`src/rtl/calculator_pkg.sv`:
```
// Shared constants and types for the calculator datapath and its sequencer.
package calculator_pkg;

    localparam int unsigned DATA_W        = 32;
    localparam int unsigned MEM_WORD_SIZE = 64;
    localparam int unsigned ADDR_W        = 10;
    localparam int unsigned RD_LAT_DEF    = 1;

    typedef enum logic [2:0] {
        IDLE  = 3'd0,
        READ  = 3'd1,
        WAIT  = 3'd2,
        ADD   = 3'd3,
        WRITE = 3'd4,
        DONE  = 3'd5
    } seq_state_e;

endpackage

```
`src/rtl/calc_sequencer.sv`:
```
// Control FSM: reads operand-pair words, steers two adder results into the
// halves of result_buffer, then writes the 64-bit buffer back to SRAM.
module calc_sequencer #(
    parameter int unsigned ADDR_W = calculator_pkg::ADDR_W,
    parameter int unsigned RD_LAT = calculator_pkg::RD_LAT_DEF
) (
    input  logic                                   clk_i,
    input  logic                                   rst_i,
    input  logic                                   start_i,
    input  logic [ADDR_W-1:0]                      read_start_addr_i,
    input  logic [ADDR_W-1:0]                      read_end_addr_i,
    input  logic [ADDR_W-1:0]                      write_start_addr_i,
    input  logic [calculator_pkg::MEM_WORD_SIZE-1:0] mem_rdata_i,
    output logic                                   mem_rd_o,
    output logic                                   mem_wr_o,
    output logic [ADDR_W-1:0]                      mem_addr_o,
    output logic [calculator_pkg::DATA_W-1:0]      op_a_o,
    output logic [calculator_pkg::DATA_W-1:0]      op_b_o,
    output logic                                   loc_sel_o,
    output logic                                   buffer_write_o,
    output logic                                   busy_o,
    output logic                                   done_o,
    output logic                                   error_o
);

    import calculator_pkg::*;

    localparam int unsigned CNT_W = (RD_LAT > 1) ? $clog2(RD_LAT) : 1;
    localparam int unsigned NW    = ADDR_W + 1;

    seq_state_e        state_q, state_d;
    logic [ADDR_W-1:0] rd_ptr_q, rd_ptr_d;
    logic [ADDR_W-1:0] rd_end_q, rd_end_d;
    logic [ADDR_W-1:0] wr_ptr_q, wr_ptr_d;
    logic              half_q, half_d;
    logic [CNT_W-1:0]  cnt_q, cnt_d;

    logic              mem_rd_q, mem_rd_d;
    logic              mem_wr_q, mem_wr_d;
    logic [ADDR_W-1:0] mem_addr_q, mem_addr_d;
    logic              loc_sel_q, loc_sel_d;
    logic              buffer_write_q, buffer_write_d;
    logic              busy_q, busy_d;
    logic              done_q, done_d;
    logic              error_q, error_d;

    logic [NW-1:0]     n_words_c;
    logic              bad_req_c;

    // Operand words go straight from SRAM to the adder.
    assign op_a_o = mem_rdata_i[DATA_W-1:0];
    assign op_b_o = mem_rdata_i[2*DATA_W-1:DATA_W];

    assign mem_rd_o       = mem_rd_q;
    assign mem_wr_o       = mem_wr_q;
    assign mem_addr_o     = mem_addr_q;
    assign loc_sel_o      = loc_sel_q;
    assign buffer_write_o = buffer_write_q;
    assign busy_o         = busy_q;
    assign done_o         = done_q;
    assign error_o        = error_q;

    // Next-state, pointer update, and output decode from the next state.
    always_comb begin
        state_d   = state_q;
        rd_ptr_d  = rd_ptr_q;
        rd_end_d  = rd_end_q;
        wr_ptr_d  = wr_ptr_q;
        half_d    = half_q;
        cnt_d     = cnt_q;
        error_d   = 1'b0;

        n_words_c = NW'(read_end_addr_i) - NW'(read_start_addr_i) + NW'(1);
        bad_req_c = (read_end_addr_i < read_start_addr_i) || n_words_c[0];

        unique case (state_q)
            IDLE: begin
                if (start_i) begin
                    if (bad_req_c) begin
                        error_d = 1'b1;
                    end else begin
                        rd_ptr_d = read_start_addr_i;
                        rd_end_d = read_end_addr_i;
                        wr_ptr_d = write_start_addr_i;
                        half_d   = 1'b0;
                        state_d  = READ;
                    end
                end
            end
            READ: begin
                if (RD_LAT == 1) begin
                    state_d = ADD;
                end else begin
                    cnt_d   = CNT_W'(RD_LAT - 1);
                    state_d = WAIT;
                end
            end
            WAIT: begin
                if (cnt_q <= CNT_W'(1)) begin
                    state_d = ADD;
                end else begin
                    cnt_d = cnt_q - CNT_W'(1);
                end
            end
            ADD: begin
                if (!half_q) begin
                    half_d   = 1'b1;
                    rd_ptr_d = rd_ptr_q + ADDR_W'(1);
                    state_d  = READ;
                end else begin
                    state_d = WRITE;
                end
            end
            WRITE: begin
                wr_ptr_d = wr_ptr_q + ADDR_W'(1);
                if (rd_ptr_q == rd_end_q) begin
                    state_d = DONE;
                end else begin
                    rd_ptr_d = rd_ptr_q + ADDR_W'(1);
                    half_d   = 1'b0;
                    state_d  = READ;
                end
            end
            DONE: begin
                state_d = IDLE;
            end
            default: begin
                state_d = IDLE;
            end
        endcase

        // Registered Moore outputs: decode the state being entered.
        mem_rd_d       = (state_d == READ);
        mem_wr_d       = (state_d == WRITE);
        mem_addr_d     = (state_d == READ)  ? rd_ptr_d :
                         (state_d == WRITE) ? wr_ptr_d : '0;
        loc_sel_d      = (state_d == ADD) && half_d;
        buffer_write_d = (state_d != ADD);
        busy_d         = (state_d != IDLE);
        done_d         = (state_d == DONE);
    end

    // State, pointer and output registers.
    always_ff @(posedge clk_i or negedge rst_i) begin
        if (!rst_i) begin
            state_q        <= IDLE;
            rd_ptr_q       <= '0;
            rd_end_q       <= '0;
            wr_ptr_q       <= '0;
            half_q         <= 1'b0;
            cnt_q          <= '0;
            mem_rd_q       <= 1'b0;
            mem_wr_q       <= 1'b0;
            mem_addr_q     <= '0;
            loc_sel_q      <= 1'b0;
            buffer_write_q <= 1'b1;
            busy_q         <= 1'b0;
            done_q         <= 1'b0;
            error_q        <= 1'b0;
        end else begin
            state_q        <= state_d;
            rd_ptr_q       <= rd_ptr_d;
            rd_end_q       <= rd_end_d;
            wr_ptr_q       <= wr_ptr_d;
            half_q         <= half_d;
            cnt_q          <= cnt_d;
            mem_rd_q       <= mem_rd_d;
            mem_wr_q       <= mem_wr_d;
            mem_addr_q     <= mem_addr_d;
            loc_sel_q      <= loc_sel_d;
            buffer_write_q <= buffer_write_d;
            busy_q         <= busy_d;
            done_q         <= done_d;
            error_q        <= error_d;
        end
    end

endmodule
```
`config.mk`:
```
export PLATFORM = sky130hd
export DESIGN_NAME = calc_sequencer
export DESIGN_NICKNAME = d
export VERILOG_FILES = /design/src/rtl/calculator_pkg.sv /design/src/rtl/calc_sequencer.sv
export SDC_FILE = /design/constraint.sdc
export NUM_CORES = 1
export LEC_CHECK = 0
export BUFFER_PORTS_ARGS = -buffer_cell sky130_fd_sc_hd__buf_2
export CAP_MARGIN = 20
export CORE_MARGIN = 2
export CORE_UTILIZATION = 46
export CTS_CLUSTER_DIAMETER = 50
export DETAILED_ROUTE_END_ITERATION = 10
export PLACE_DENSITY = 0.78
export SETUP_SLACK_MARGIN = 0.1
export SLEW_MARGIN = 20
export SYNTH_ARGS = -nofsm -noshare
export SYNTH_HDL_FRONTEND = slang
export SYNTH_SLANG_ARGS = --single-unit
```
`constraint.sdc`:
```
create_clock -name clk_i -period 2.4 [get_ports clk_i]
set_input_delay 0.24 -clock clk_i [delete_from_list [all_inputs] [get_ports clk_i]]
set_output_delay 0.24 -clock clk_i [all_outputs]
set_load 0.005 [all_outputs]
```
==> flow_metrics.env <==
export IMPL_status="finished clean"
export IMPL_fraction_of_final_layout_cells_with_drive_strength_greater_than_1_pct=34.2
export IMPL_fmaxAchievable_mhz=438
export IMPL_number_of_sinks_driven_by_the_clock_tree=51
export IMPL_initial_core_utilization_pct=46.9
export IMPL_totalWireLength_um=7720
export IMPL_register_bit_total_from_synthesis=51
export IMPL_top_reg_cell_synth="sky130_fd_sc_hd__dfrtp_1"
export IMPL_multi_input_area_um2=1460
export IMPL_floorplan_rows=31
export IMPL_vias=2511
export IMPL_design_core_area_um2=7140
export IMPL_clock_skew_ps=7.58
export IMPL_timing_critical_path_required_ps=2590
export IMPL_path_depth=6
export IMPL_maximum_net_fanout_on_the_critical_path=6
export IMPL_synth_edf_count=0
export IMPL_detail_route_wl_per_cell_um=16.9
export IMPL_clock_insertion_delay_worst_skew_ps=300
export IMPL_number_of_vias_per_cell=5.51
export IMPL_hold_path_startpoint="write_start_addr_i[1]"
export IMPL_clk_pin_slew_worst_paths_ps=100
export IMPL_die_w_um=89.3
export IMPL_cts_max_level=2
export IMPL_tritoncts_num_buffers=5
export IMPL_power_ir_vdd_worst_v=0.000356
export IMPL_leakagePower_nw=1.70
export IMPL_crit_chain="xnor2_1, nand4_1, nor4_4, nor2_2, a221o_2, a22o_1"
export IMPL_postSynthCellCount=341
export IMPL_min_to="wr_ptr_q[1]$_DFF_PN0_"
export IMPL_clk_path_buf_depth=2
export IMPL_clock_root_buffer="sky130_fd_sc_hd__clkbuf_8"
export IMPL_grt_max_degree=28
export IMPL_setup_tns_ps=0
export IMPL_grt_pass1_vias=2470
export IMPL_timing_worst_slew_pin_value_ps=612
export IMPL_cpPeakStageDelay_ps=520
export IMPL_power_per_cell_area_nw_per_um2=1090
export IMPL_timing_rr_start="rd_ptr_q[9]$_DFF_PN0_"
export IMPL_setup_slack_on_the_worst_flop_to_flop_path_ps=120
export IMPL_timing_hold_worst_path_depth=3
export IMPL_yosys_area_top_type_share_pct=37.3
export IMPL_syn_nets=450
export IMPL_seqCellArea_um2=1280
export IMPL_critical_path_slowest_cell="sky130_fd_sc_hd__nor4_4"
export IMPL_synth_area_top_cells="sky130_fd_sc_hd__dfrtp_1 (37%), sky130_fd_sc_hd__buf_4 (14%), sky130_fd_sc_hd__ha_1 (4.5%)"
export IMPL_finalWorstPathRequiredPeriod_ps=2280
export IMPL_placed_cells_incl_taps=445
export IMPL_arrival_ps=2480
export IMPL_top_ports=178
export IMPL_finish_cell_count_without_fillers=456
export IMPL_drt_iter0_drc=217
export IMPL_slew_violations=0
export IMPL_globalRoute_totalOverflow=0
export IMPL_critical_path_top_delay_family="simple AND/OR/NAND/NOR gates"
export IMPL_post_place_ws_ps=-60.1
export IMPL_hp_class="in2reg"
export IMPL_timing_final_crit_share_pct=95.2
export IMPL_end_kind="flop"
export IMPL_crit_path_start_kind="flop"
export IMPL_die_area_um2=7980
export IMPL_gpl_final_weighted_congestion=0.883
export IMPL_setup_worst_path_class="reg2reg"
export IMPL_final_worst_setup_slack_ps=116
export IMPL_setup_viol=0
export IMPL_worst_slew_margin_rel_pct=59.2
export IMPL_crit_buf_inv=0
export IMPL_final_net_count=465
export IMPL_grt_antenna_before_repair=0
export IMPL_antenna_violating_nets_post_route=0
export IMPL_drt_pass1_iterations=4
export IMPL_synth_yosys_seq_area_share_pct=38.1
export IMPL_cts_tree="yes"
export IMPL_finalHoldViolCount=0
export IMPL_area_growth_synth_to_final_pct=6.09
export IMPL_post_dp_cell_area_um2=3380
export IMPL_synth_largest_area_cell="sky130_fd_sc_hd__dfrtp_1"
export IMPL_floorplan_die_height_um=89.3
export IMPL_ys_warn_count=0
export IMPL_wire_length_of_the_first_global_routing_pass_um=12000
export IMPL_grt_setup_unrepaired="false"
export IMPL_synth_cell_type_count=60
export IMPL_grt_use_total_pct=19.6
export IMPL_postLayoutCellArea_um2=3550
export IMPL_synth_common_cells="sky130_fd_sc_hd__buf_4 (64), sky130_fd_sc_hd__dfrtp_1 (50), sky130_fd_sc_hd__nand2_1 (23)"
export IMPL_timing_reg2reg_worst_path_depth=6
export IMPL_synth_most_common_cell="sky130_fd_sc_hd__buf_4"
export IMPL_syn_mean_instance_area_um2=9.83
export IMPL_cell_area_after_synthesis_um2=3350
export IMPL_fillerInstances=689
export IMPL_synthArstFlopShare_pct=100
export IMPL_n_antenna_cell=0
export IMPL_portBuffers=49
export IMPL_drv_cap=0
export IMPL_dpl_hpwl_um=5900
export IMPL_r2r_end="mem_addr_o[9]$_DFF_PN0_"
export IMPL_drc=0
cells in the final DEF (no fill, tap or decap), types with 4 or more instances in the layout:
cell	synthesis	layout
sky130_fd_sc_hd__a211oi_1	4	4
sky130_fd_sc_hd__a21o_1	4	4
sky130_fd_sc_hd__a21oi_1	6	6
sky130_fd_sc_hd__a221o_1	5	5
sky130_fd_sc_hd__a22oi_1	7	7
sky130_fd_sc_hd__and3_1	5	5
sky130_fd_sc_hd__buf_2	3	49
sky130_fd_sc_hd__buf_4	64	30
sky130_fd_sc_hd__clkbuf_8	0	6
sky130_fd_sc_hd__dfrtp_1	50	49
sky130_fd_sc_hd__ha_1	12	12
sky130_fd_sc_hd__inv_1	21	21
sky130_fd_sc_hd__mux2_2	12	12
sky130_fd_sc_hd__nand2_1	23	23
sky130_fd_sc_hd__nand3_1	8	8
sky130_fd_sc_hd__nand4_1	4	4
sky130_fd_sc_hd__nor2_1	14	14
sky130_fd_sc_hd__nor3_1	6	6
sky130_fd_sc_hd__o21ai_0	16	16
sky130_fd_sc_hd__o21ai_1	7	7
sky130_fd_sc_hd__xnor2_1	14	13
power breakdown:
group / switching (mW) / internal, mW
combinational: 0.892 / 0.759
clock: 0.296 / 0.343
sequential: 0.353 / 1.22
sequential cells by signal, indices dropped and copies added (netlist names):
name            flops
mem_wr_o            1
rd_ptr_q           10
buffer_write_o      1
state_q             3
rd_end_q           10
busy_o              1
wr_ptr_q           10
half_q              1
loc_sel_o           1
error_o             1
mem_rd_o            1
mem_addr_o         10
done_o              1
how the worst max path moves through the flow:
stage	start	to	slack, ps
CTS	state_q[1]$_DFF_PN0_	rd_end_q[2]$_DFFE_PN0P_	150
global placement	read_start_addr_i[4]	rd_end_q[3]$_DFFE_PN0P_	-5
detailed placement	read_start_addr_i[3]	mem_addr_o[4]$_DFF_PN0_	-60
global route	rd_ptr_q[9]$_DFF_PN0_	mem_addr_o[4]$_DFF_PN0_	80
finish	rd_ptr_q[9]$_DFF_PN0_	mem_addr_o[9]$_DFF_PN0_	120
floorplan	read_start_addr_i[4]	mem_addr_o[0]$_DFF_PN0_	150
per-stage QoR:
| step | hold slack, ps | total power, mW | util, % |
|---|---|---|---|
| after global placement | 277 | 3.08 | 47.4 |
| after global routing | 177 | 4.12 | 49.8 |
| after detailed placement | 284 | 3.15 | 47.4 |
| after floorplan | -55.6 | 2.70 | - |
| after CTS | 163 | 3.80 | 49.3 |
| final | 160 | 3.86 | 49.8 |
kinds of logic after synthesis:
group                      Yosys count  share of synthesized area [%]
buffers and inverters               95                           18.9
adders and majority gates           12                           4.48
muxes                               14                           4.63
DFF                                 51                           38.1
and+or+nand+nor                     82                           13.6
xor gates and xnor gates            18                           4.93
AOI/OAI and AO/OA                   69                           15.4
layer usage:
| metal | share of wire, % | GRT usage [%] | wire (µm) | vias to the layer above |
|---|---|---|---|---|
| met2 | 47 | 31.4 | 3610 | 138 |
| met3 | 8.5 | 4.43 | 654 | 35 |
| li1 | - | - | - | 1157 |
| met1 | 42 | 25.8 | 3230 | 1181 |
| met4 | 3.0 | 7.87 | 232 | 0 |
| met5 | 0 | 0 | 0 | - |
cell type report:
class                   instances  area share (%)
clock buffers                   6            2.32
clock inverters                 2            1.09
inverters                      23            2.43
multi-input cells             195            41.2
flip-flops and latches         51            36.0
well taps                      99            3.48
repair buffers                 80            13.5
worst register-to-register path, cell delays in order (launching register included):
cell and delay (ps):
sky130_fd_sc_hd__dfrtp_1 450, sky130_fd_sc_hd__xnor2_1 190, sky130_fd_sc_hd__nand4_1 260, sky130_fd_sc_hd__nor4_4 520, sky130_fd_sc_hd__nor2_2 180, sky130_fd_sc_hd__a221o_2 380, sky130_fd_sc_hd__a22o_1 200
repair_timing:
action	in CTS	in global routing
gates resized for setup	0	4
buffers inserted	0	2
endpoints found under the hold margin	25	0
hold buffers	1	0
endpoints found under the setup margin	0	18
(Power assumes the default switching activity.)
